**config.mk**
```make
export PLATFORM = sky130hd
export DESIGN_NAME = pc_fetch
export DESIGN_NICKNAME = d
export VERILOG_FILES = /design/src/rtl/pc_fetch.sv
export SDC_FILE = /design/constraint.sdc
export NUM_CORES = 1
export LEC_CHECK = 0
export ABC_AREA = 1
export BUFFER_PORTS_ARGS = -buffer_cell sky130_fd_sc_hd__buf_4
export CORE_MARGIN = 10
export CORE_UTILIZATION = 41
export CTS_CLUSTER_DIAMETER = 30
export DETAILED_ROUTE_END_ITERATION = 7
export PLACE_DENSITY = 0.72
export SLEW_MARGIN = 10
export SYNTH_ARGS = -nofsm -noshare
export SYNTH_HDL_FRONTEND = slang
export SYNTH_SLANG_ARGS = --single-unit
```
**constraint.sdc**
```tcl
create_clock -name clk -period 3.85 [get_ports clk]
set_input_delay 0.5775 -clock clk [delete_from_list [all_inputs] [get_ports clk]]
set_output_delay 0.5775 -clock clk [all_outputs]
set_load 0.05 [all_outputs]
```
**src/rtl/pc_fetch.sv**
```systemverilog
// Program-counter register and instruction-fetch sequencer.
// Holds the architectural PC, selects the next fetch address among
// sequential / branch / jump / jump-register targets, runs the
// request/ready handshake with instruction memory and registers the
// fetched word for decode. Redirects that arrive while no fetch can
// complete are parked in a pending register and applied on the next
// completion, so the in-flight (delay-slot) instruction is never lost.
//
// state | meaning
// ------+--------------------------------------------------------------
// BOOT  | first cycle out of reset, no request issued
// FETCH | requesting imem_addr whenever decode is not stalling
module pc_fetch #(
  parameter logic [31:0] RESET_PC = 32'h0000_0000
) (
  input  logic        clk,
  input  logic        rst,
  output logic [31:0] pc,
  input  logic [31:0] pc_next,
  input  logic        stall,
  input  logic        branch_taken,
  input  logic [31:0] branch_offset,
  input  logic        jump,
  input  logic [25:0] jump_index,
  input  logic        jr,
  input  logic [31:0] jr_addr,
  output logic        imem_req,
  output logic [31:0] imem_addr,
  input  logic        imem_ready,
  input  logic [31:0] imem_rdata,
  output logic [31:0] instr,
  output logic        instr_valid
);

  typedef enum logic {
    BOOT  = 1'b0,
    FETCH = 1'b1
  } state_t;

  state_t      state;
  logic [31:0] pend_target;
  logic        pend_valid;

  logic        redir_now;
  logic [31:0] redir_target;
  logic [31:0] next_target;
  logic        complete;

  // Request is combinational so releasing stall re-issues it in the same cycle.
  assign imem_req  = (state == FETCH) && !stall;
  assign imem_addr = pc & 32'hFFFF_FFFC;
  assign complete  = imem_req && imem_ready;

  // Redirect target selection: jr > jump > branch, then pending, then sequential.
  always_comb begin
    redir_now    = jr || jump || branch_taken;
    redir_target = pc_next;
    if (jr) begin
      redir_target = jr_addr & 32'hFFFF_FFFC;
    end else if (jump) begin
      redir_target = {pc_next[31:28], jump_index, 2'b00};
    end else if (branch_taken) begin
      redir_target = pc_next + {branch_offset[29:0], 2'b00};
    end
    next_target = pc_next;
    if (redir_now) begin
      next_target = redir_target;
    end else if (pend_valid) begin
      next_target = pend_target;
    end
  end

  // Fetch sequencer: state, PC, pending redirect and registered instruction.
  always_ff @(posedge clk or posedge rst) begin
    if (rst) begin
      state       <= BOOT;
      pc          <= RESET_PC;
      instr       <= 32'h0;
      instr_valid <= 1'b0;
      pend_target <= 32'h0;
      pend_valid  <= 1'b0;
    end else begin
      case (state)
        BOOT:    state <= FETCH;
        FETCH:   state <= FETCH;
        default: state <= BOOT;
      endcase

      if (complete) begin
        instr       <= imem_rdata;
        instr_valid <= 1'b1;
        pc          <= next_target;
        pend_valid  <= 1'b0;
      end else begin
        // Stall freezes instr_valid; otherwise the pulse ends here.
        if (!stall) begin
          instr_valid <= 1'b0;
        end
        // Park a redirect that could not be applied; newest wins.
        if (redir_now) begin
          pend_target <= redir_target;
          pend_valid  <= 1'b1;
        end
      end
    end
  end

  // pend_target bits [1:0] are always 00 for jr/jump; branch targets inherit
  // the alignment of pc_next, so no extra masking is needed here.

endmodule

```
# Word-level counts from Yosys, hierarchy flattened
# Cells that the tools add are included.
# totals
reg_bits	99
output_inout_bits	98
wordCells	25
in_bits	161
# op_classes
reduce_logical	7
bitwise_logic	1
mux	9
eq_ne	1
add_sub_neg	1
# op_table
cell	n
32-bit two-way mux	5
32-bit adder	1
1-bit two-way mux	4
1-bit logical AND	2
1-bit logical OR	2
2-bit by 1-bit inequality test with 1-bit output, second input constant	1
2-bit AND reduction	1
2-bit nonzero test	1
1-bit logical NOT	1
1-bit NOT	1

# Depth between registers and ports, before layout
# Gate-level depths: netlist of the first run.
# depth
word_depth	5
ltp_mapped	18
mapped_depth_nobuf	18

# Least setup slack after synthesis of the first run
# No wires, ideal clock.
# synth_timing
path_kind	input to register
start	input port pc_next[2]
end	register pc[12]
stages	15
path_slack_ns	1.502
required_ns	3.732
path_buffers	0
arrival_ns	2.230
setup_time_ns	0.118
cell_sequence	ha_1 > fa_1 > nand3_1 > nand3_2 > nand2_1 > nand2_2 > nand2_1 > nand2_2 > xor2_1 > o21ai_0 > nand2_1 > o21ai_1 > nand2_1 > nand2_1 > nand2_1
# synth_via
elab_chain_cells	5
# synth_lines
item	line_no	text
start, declared	19	input logic [31:0] pc_next,
32-bit adder	63	redir_target = pc_next + {branch_offset[29:0], 2'b00};
32-bit two-way mux	62	end else if (branch_taken) begin
32-bit two-way mux	60	end else if (jump) begin
32-bit two-way mux	58	if (jr) begin
32-bit two-way mux	66	if (redir_now) begin
end signal, assigned	92	pc <= next_target;
end, declared	18	output logic [31:0] pc,
# Every way passes these cells.
# A chain may end at the register's enable or synchronous reset.

# Worst setup path in the final report of the first run
# layout_timing
start	input port pc_next[21]
end	register pc[22]
# Same word-level chain as after synthesis.

==> impl_metrics.tcl, run 1 <==
set metrics [dict create \
    rsz0062_at_grt "false" \
    power.total_w 0.00402 \
    setup_viol 0 \
    initial_core_util_pct 42.2 \
    synth_cell_type_count 39 \
    hold_path.class "input pin to register" \
    fin_hold_ws_ns 0.416 \
    cts_root_buffer "clkbuf_16" \
    fmax_mhz 412 \
    grt_max_degree 86 \
    r2r_cells 8 \
    crit_chain "buf_4 -> ha_1 -> a21oi_1 -> o21ai_0 -> a21oi_1 -> nand3_1 -> nand2_1 -> nand3_1 -> nand2_1 -> nand2_1 -> nand2_1 -> nand2_1 -> nand2_1 -> nand2_1" \
    final_cell_mix "nand2_1, buf_4, nor2_1, dfrtp_1, inv_1" \
    routabilityCongestion 0.978 \
    clock_path_buffers 2 \
    reg2reg_to "pc[9]" \
    path_depth 14 \
    die_height_um 154 \
    nFillCells 1744 \
    yosys_warnings 0 \
    r2r-start "state" \
    grtUsageTotal_pct 21.5 \
    die_area_um2 23700 \
    io_pins 259 \
    worstSetupEndpointType "register" \
    cts.reportedPaths.clkPinSlew_ns 0.07 \
    wl_per_cell_um 17.1 \
    skew_ns 0.0100 \
    cts_setup_buffers 0 \
    synth_area_um2 7370 \
    post-route-min-period_ns 2.42 \
    reg2reg_setup_slack_ns 1.84 \
    ir_drop_uv 305 \
    clkLatencyLatePin_ns 0.35 \
    finalCritPeriodShare_pct 63.0 \
    avgSynthCellArea_um2 6.43 \
    crit_fanout 5 \
    path_class "input pin to register" \
    dp_hpwl_mm 21.3 \
    maxSlewHeadroom_pct 31.3 \
    first_global_vias 7673 \
    grt_pass1_wl_mm 41.6 \
    crit_end "pc[22]" \
    cts-buffers-inserted 9 \
    cpMostUsedCell "nand2_1" \
    vias 7937 \
    route.detailed.drc 0 \
    dr.pass1.iters 5 \
    cts_tree "built" \
    cts_sinks 99 \
    routed_via_density 5.07 \
    cap_viol_max_count 0 \
    crit_path_max_incr_delay_ns 0.37 \
    antenna_cells 0 \
    core.rowCount 48 \
    layout.nets 1527 \
    multi_input_comb_area_um2 4180 \
    synth_edf_count 0 \
    startpoint_type "input pin" \
    critical_path.top_delay_family "simple AND/OR/NAND/NOR gates" \
    postCtsHoldBufs 0 \
    fin_tns_setup_ns 0 \
    status "complete, no violations" \
    power_leakage_nw 5.17 \
    startpoint "pc_next[21]" \
    dieWidth_um 154 \
    drt_iter0_markers 540 \
    clock_tree.htree_level_count 3 \
    hold_viol 0 \
    drt.antenna.violating_nets 0 \
    numPortBuffers 252 \
    synth_top_flop_cell "dfrtp_1" \
    wl_mm 26.9 \
    powerDensity_nw_per_um2 425 \
    antenna_found_initial 0 \
    seq_area_frac_synth_pct 33.6 \
    cts-resized-gates 0 \
    overflow 0 \
    final_common_cell "nand2_1" \
    crit_arrival_ns 2.66 \
    syn_to_final_growth_pct 28.2 \
    regArea_um2 2480 \
    core_um2 17500 \
    slowest_stage "ha_1" \
    synth-seq-cells 99 \
    drive_gt1_share_pct 23.0 \
    slew_violations 0 \
    crit_required_ns 4.09 \
    ys_async_sr_fraction_pct 100 \
    syn_inst 1147 \
    worst_slew_pin_slew_ns 1.03 \
    crit_buf_inv 1 \
]
[power by group]
group / switching, W / internal [W]
Combinational: 0.00125 / 0.000570
Clock: 0.000428 / 0.000450
Sequential: 0.000120 / 0.00120
[registers in the layout, summed over array words and instances (netlist names)]
| signal | flops |
|---|---|
| state | 1 |
| instr | 32 |
| pc | 32 |
| instr_valid | 1 |
| pend_valid | 1 |
| pend_target | 32 |
[through the flow]
stage                     setup slack, ns  std cells  util, %  instance area [µm²]
after CTS                            1.44       1566     54.1                 9450
final                                1.43       1566     54.1                 9450
after global routing                 1.21       1566     54.1                 9450
after floorplan                     0.682       1148        -                 7380
after global placement               1.09       1550     52.5                 9170
after detailed placement             1.08       1550     52.5                 9170
[tightest hold or removal path: stages]
cell     delay, ns
buf_4         0.08
nand2_1       0.04
nand2_1       0.04
[synthesized netlist by cell type (12+ instances only)]
cell | instances | area share [%]
a21oi_1 | 55 | 3.7
a31oi_1 | 25 | 2.1
buf_2 | 13 | 0.88
buf_4 | 32 | 3.3
clkbuf_1 | 32 | 1.6
dfrtp_1 | 99 | 34
ha_1 | 29 | 4.9
inv_1 | 70 | 3.6
nand2_1 | 488 | 25
nand3_1 | 49 | 3.3
nor2_1 | 102 | 5.2
o21ai_0 | 48 | 3.3
o21ai_1 | 16 | 1.1
or2_2 | 12 | 1.0
[logic make-up (layout without fill, tap and decap cells)]
group,count (synthesis),count (layout),share of synthesized area (%)
AO/OA/AOI/OAI,168,168,12.7
XOR/XNOR,12,12,1.43
adder cells (fa/ha/maj),30,30,5.19
buffers and inverters,155,348,9.74
flip-flops,99,99,33.6
other,2,3,0.102
AND/OR/NAND/NOR,681,681,37.2
[routing by layer]
layer | vias up | part of all wire [%] | GRT usage, %
met3 | 40 | 7.5 | 4.21
met1 | 3598 | 43 | 27.9
met5 | - | 0 | 0
met2 | 292 | 47 | 34.7
met4 | 0 | 2.7 | 7.51
li1 | 4007 | - | -
[how the worst min path moves through the flow]
stage	startpoint	endpoint	slack, ns	cells past startpoint
2_1_floorplan	pend_target[28]	pend_target[28]	0.45	2
3_3_place_gp	pend_target[28]	pend_target[28]	0.46	2
3_5_place_dp	instr[29]	instr[29]	0.47	2
4_1_cts	imem_rdata[2]	instr[2]	0.41	3
5_1_grt	imem_rdata[7]	instr[7]	0.41	3
6_report	imem_rdata[2]	instr[2]	0.42	3
[cell type report]
type / count / area share (%)
multi-input cells: 894 / 44.3
clock inverters: 7 / 0.635
inverters: 72 / 2.89
repair buffers: 260 / 20.6
clock buffers: 9 / 2.38
well taps: 225 / 2.98
flip-flops and latches: 99 / 26.2
Power figures use the tool's default switching activity.
==> run 2: changes to the inputs <==
Settings changed: PLACE_DENSITY 0.72 to 0.74.
Clock period 3.85 ns to 2.2 ns, I/O delays scaled along.
==> impl_metrics.tcl, run 2 (same netlist as run 1, synthesis figures left out) <==
set metrics [dict create \
    numPortBuffers 252 \
    grt_max_degree 51 \
    final_common_cell "nand2_1" \
    fin_util_pct 58.7 \
    crit_arrival_ns 2.27 \
    maxSlewHeadroom_pct 54.6 \
    drt_iter0_markers 668 \
    hold_viol 0 \
    status "complete, no violations" \
    clock_path_buffers 2 \
    powerDensity_nw_per_um2 710 \
    ir_drop_uv 603 \
    die_area_um2 23700 \
    r2r-start "state" \
    crit_chain "buf_4 -> ha_1 -> fa_2 -> nand3_1 -> nand3_2 -> buf_4 -> xor2_1 -> o211ai_1 -> inv_1 -> nor2_1 -> nand2_1 -> a22o_1" \
    dp_hpwl_mm 23.1 \
    design_area_um2 10300 \
    clkLatencyLatePin_ns 0.34 \
    drive_gt1_share_pct 28.6 \
    startpoint_type "input pin" \
    io_pins 259 \
    cts_tree "built" \
    power.total_w 0.00729 \
    power.share.combinational_pct 46.9 \
    core_um2 17500 \
    slowest_stage "fa_2" \
    cap_viol_max_count 0 \
    initial_core_util_pct 42.2 \
    reg_top3 "instr (32), pc (32), pend_target (32)" \
    die_height_um 154 \
    post-route-min-period_ns 2.05 \
    cpMostUsedCell "buf_4" \
    skew_ns 0.00786 \
    final_cell_mix "nand2_1, buf_4, nor2_1, dfrtp_1, inv_1" \
    overflow 0 \
    fin_tns_setup_ns 0 \
    p_sw_share_pct 43.5 \
    first_global_vias 8191 \
    worstSetupEndpointType "register" \
    cts-buffers-inserted 9 \
    wl_met3_mm 2.33 \
    power_leakage_nw 5.65 \
    cts_sinks 99 \
    pwr-share-seq_pct 31.8 \
    fin_hold_ws_ns 0.0950 \
    crit_fanout 4 \
    grt_pass1_wl_mm 44.1 \
    syn_to_final_growth_pct 39.2 \
    p_switching_w 0.00317 \
    routabilityCongestion 0.926 \
    power_frac_clock_pct 21.3 \
    dpl_cell_area_um2 9930 \
    wl_met2_mm 13.5 \
    finalCritPeriodShare_pct 93.0 \
    vias 8445 \
    dr.pass1.iters 5 \
    antenna_found_initial 0 \
    hold_path.class "input pin to asynchronous set/reset pin" \
    intPower_w 0.00412 \
    layout.nets 1621 \
    clock_tree.htree_level_count 3 \
    routed_via_density 5.09 \
    nFillCells 1705 \
    wl_mm 28.2 \
    dieWidth_um 154 \
    worst_slew_pin_slew_ns 0.680 \
    top_layer "met4" \
    drt.antenna.violating_nets 0 \
    setup_viol 0 \
    crit_required_ns 2.43 \
    path_class "input pin to register" \
    crit_path_max_incr_delay_ns 0.36 \
    cts.reportedPaths.clkPinSlew_ns 0.07 \
    drt-met1-wl_mm 12.0 \
    antenna_cells 0 \
    route.detailed.drc 0 \
    core.rowCount 48 \
    cts_root_buffer "clkbuf_16" \
    wl_per_cell_um 17.0 \
    slew_violations 0 \
    fmax_mhz 489 \
    grtUsageTotal_pct 22.7 \
    startpoint "pc_next[2]" \
]
run 2: cell count changes in the layout (fill, tap and decap cells not counted), sizes merged:
cell    previous run  this run
clkbuf             9        11
clkinv             2         0
buf              260       354
run 2: cell type report:
class                   count  area, µm²  share of cell area, %
clock inverters             5       42.5                  0.415
well taps                 225        282                   2.74
repair buffers            354       2720                   26.5
inverters                  72        274                   2.67
flip-flops and latches     99       2480                   24.1
clock buffers              11        253                   2.46
multi-input cells         894       4210                   41.1
run 2: path summary, 6_finish.rpt:
kind / end / slack, ns / depth (start not counted)
setup / recovery: pc[6] / 0.15 / 12
hold / removal: pc[18] / 0.1 / 2
setup reg to reg: pc[9] / 0.61 / 7
hold reg to reg: instr[16] / 0.48 / 2
max in group asynchronous: pend_target[0] / 1.50 / 3
min in group clk: instr[1] / 0.18 / 3
run 2: power groups by stage:
stage	clock network, W	logic [W]	registers, W
after global routing	0.00167	0.00366	0.00236
after floorplan	0	0.00152	0.00304
after CTS	0.00157	0.00341	0.00232
after detailed placement	0	0.00341	0.00235
final	0.00155	0.00342	0.00232
after global placement	0	0.00337	0.00234
run 2: layer usage:
| layer | up-vias | global-route usage, % |
|---|---|---|
| met1 | 3883 | 29.6 |
| met2 | 345 | 37.7 |
| li1 | 4190 | - |
| met4 | 0 | 5.44 |
| met3 | 27 | 4.21 |
| met5 | - | 0 |
run 2: critical path: cells and delay by family:
kind	cells	cell delay (ns)
fa+ha+maj	2	0.59
compound gates	2	0.34
buf+inv	3	0.33
simple gates	4	0.55
xor+xnor	1	0.13
run 2: through the flow:
stage	setup slack [ns]	cells
floorplan	0.0999	1148
global placement	-0.196	1643
detailed placement	-0.245	1643
CTS	0.114	1659
global route	-0.00163	1660
finish	0.155	1660
run 2: timing repair:
action | in CTS | in global routing
setup endpoints to repair | 0 | 14
setup buffers | 0 | 1
hold buffers | 0 | 0
resized for setup | 0 | 10
==> run 3: changes to the inputs <==
Settings changed: CELL_PAD_IN_SITES_DETAIL_PLACEMENT set to 1, CELL_PAD_IN_SITES_GLOBAL_PLACEMENT set to 1, CORE_UTILIZATION 41 to 31, PLACE_DENSITY 0.74 to 0.81.
==> impl_metrics.tcl, run 3 (same netlist as run 1, synthesis figures left out) <==
set metrics [dict create \
    status "complete, no violations" \
    routabilityCongestion 0.926 \
    wl_mm 32.9 \
    design_area_um2 10500 \
    hold_path.class "input pin to asynchronous set/reset pin" \
    power_leakage_nw 5.70 \
    wl_per_cell_um 18.7 \
    dieWidth_um 174 \
    postCtsHoldBufs 0 \
    setup_viol 0 \
    dp_hpwl_mm 26.5 \
    path_class "input pin to register" \
    worstSetupEndpointType "register" \
    drt_iter0_markers 635 \
    crit_required_ns 2.45 \
    slowest_stage "ha_2" \
    core.rowCount 56 \
    rsz0062_at_grt "false" \
    numPortBuffers 252 \
    p_switching_w 0.00332 \
    core_um2 23500 \
    initial_core_util_pct 31.4 \
    die_height_um 174 \
    power_frac_clock_pct 22.5 \
    grt_pass1_wl_mm 51.5 \
    first_global_vias 9222 \
    critical_path.top_delay_family "simple AND/OR/NAND/NOR gates" \
    crit_arrival_ns 2.31 \
    power.share.combinational_pct 46.6 \
    maxSlewHeadroom_pct 61.3 \
    nFillCells 3055 \
    clock_path_buffers 2 \
    cts-resized-gates 0 \
    reg2reg_setup_slack_ns 0.51 \
    startpoint_type "input pin" \
    io_pins 259 \
    vias 8728 \
    crit_buf_inv 2 \
    cap_viol_max_count 0 \
    drt.antenna.violating_nets 0 \
    ir_drop_uv 541 \
    hold_viol 0 \
    crit_fanout 4 \
    cts_sinks 99 \
    cts.reportedPaths.clkPinSlew_ns 0.08 \
    route.detailed.drc 0 \
    layout.nets 1630 \
    clkLatencyLatePin_ns 0.36 \
    reg_top3 "instr (32), pc (32), pend_target (32)" \
    r2r_cells 7 \
    clock_tree.htree_level_count 3 \
    drive_gt1_share_pct 29.7 \
    antenna_found_initial 1 \
    crit_chain "buf_4 -> ha_2 -> nand2_2 -> nor2_1 -> nand2_1 -> nand3_2 -> nand2_1 -> nand2_1 -> buf_4 -> nand2_1 -> nand3_1 -> nand3_1 -> nand2_1 -> nand2_1 -> o21ai_2 -> nand2_1 -> nand2_1 -> nand2_1" \
    grt_max_degree 53 \
    routed_via_density 4.95 \
    final_cell_mix "nand2_1, buf_4, nor2_1, dfrtp_1, inv_1" \
    fmax_mhz 486 \
    slew_violations 0 \
    cts-buffers-inserted 9 \
    pwr-share-seq_pct 30.9 \
    final_common_cell "nand2_1" \
    dr.pass1.iters 4 \
    overflow 0 \
    powerDensity_nw_per_um2 716 \
    setup_ws_ns 0.141 \
    r2r-start "state" \
    intPower_w 0.00419 \
    finalCritPeriodShare_pct 93.6 \
    cts_root_buffer "clkbuf_16" \
    skew_ns 0.0108 \
    dp_slack_ns -0.281 \
    post-route-min-period_ns 2.06 \
    grtUsageTotal_pct 21.0 \
    dpl_cell_area_um2 10100 \
    p_sw_share_pct 44.2 \
    cts_setup_buffers 0 \
    cpMostUsedCell "nand2_1" \
    reg2reg_to "pend_target[31]" \
    worst_slew_pin_slew_ns 0.581 \
    crit_path_max_incr_delay_ns 0.36 \
    syn_to_final_growth_pct 42.4 \
    cts_tree "built" \
    die_area_um2 30400 \
]
run 3: worst max path at each step:
| stage | startpoint | end | depth (start not counted) |
|---|---|---|---|
| finish | pc_next[6] | pc[23] | 18 |
| global route | pc_next[14] | pc[23] | 19 |
| CTS | pc_next[6] | pc[17] | 16 |
| detailed placement | pc_next[2] | pc[20] | 19 |
| global placement | pc_next[2] | pc[30] | 17 |
| floorplan | pc_next[2] | pc[12] | 15 |
run 3: through the flow:
step	TNS, ns	std cells	hold WS, ns	utilization, %	total power (W)
finish	0	1764	0.0254	44.7	0.00752
CTS	0	1763	0.0323	44.5	0.00755
detailed placement	-8.27	1747	0.407	43.1	0.00585
global placement	-4.49	1747	0.402	43.1	0.00576
floorplan	0	1148	0.440	-	0.00456
global route	0	1764	0.0475	44.7	0.00793
run 3: cell type report:
class	instances	area (µm²)	share of cell area [%]
diodes	1	2.50	0.0238
clock buffers	9	225	2.15
clock inverters	7	82.6	0.787
inverters	72	274	2.61
multi-input cells	894	4250	40.5
flip-flops and latches	99	2480	23.6
well taps	319	399	3.80
repair buffers	363	2790	26.6
run 3: per-layer routing:
layer,vias to the layer above,global-route usage (%),wire (µm)
met3,35,3.03,1630
li1,4216,-,-
met4,0,6.27,722
met5,-,0,0
met1,4204,27.1,14800
met2,273,35.5,15800
run 3: power groups by stage:
stage,Sequential (W),Combinational [W],Clock (W)
after detailed placement,0.00236,0.00349,0
after CTS,0.00233,0.00350,0.00172
after floorplan,0.00304,0.00152,0
final,0.00232,0.00350,0.00169
after global placement,0.00234,0.00342,0
after global routing,0.00237,0.00375,0.00181
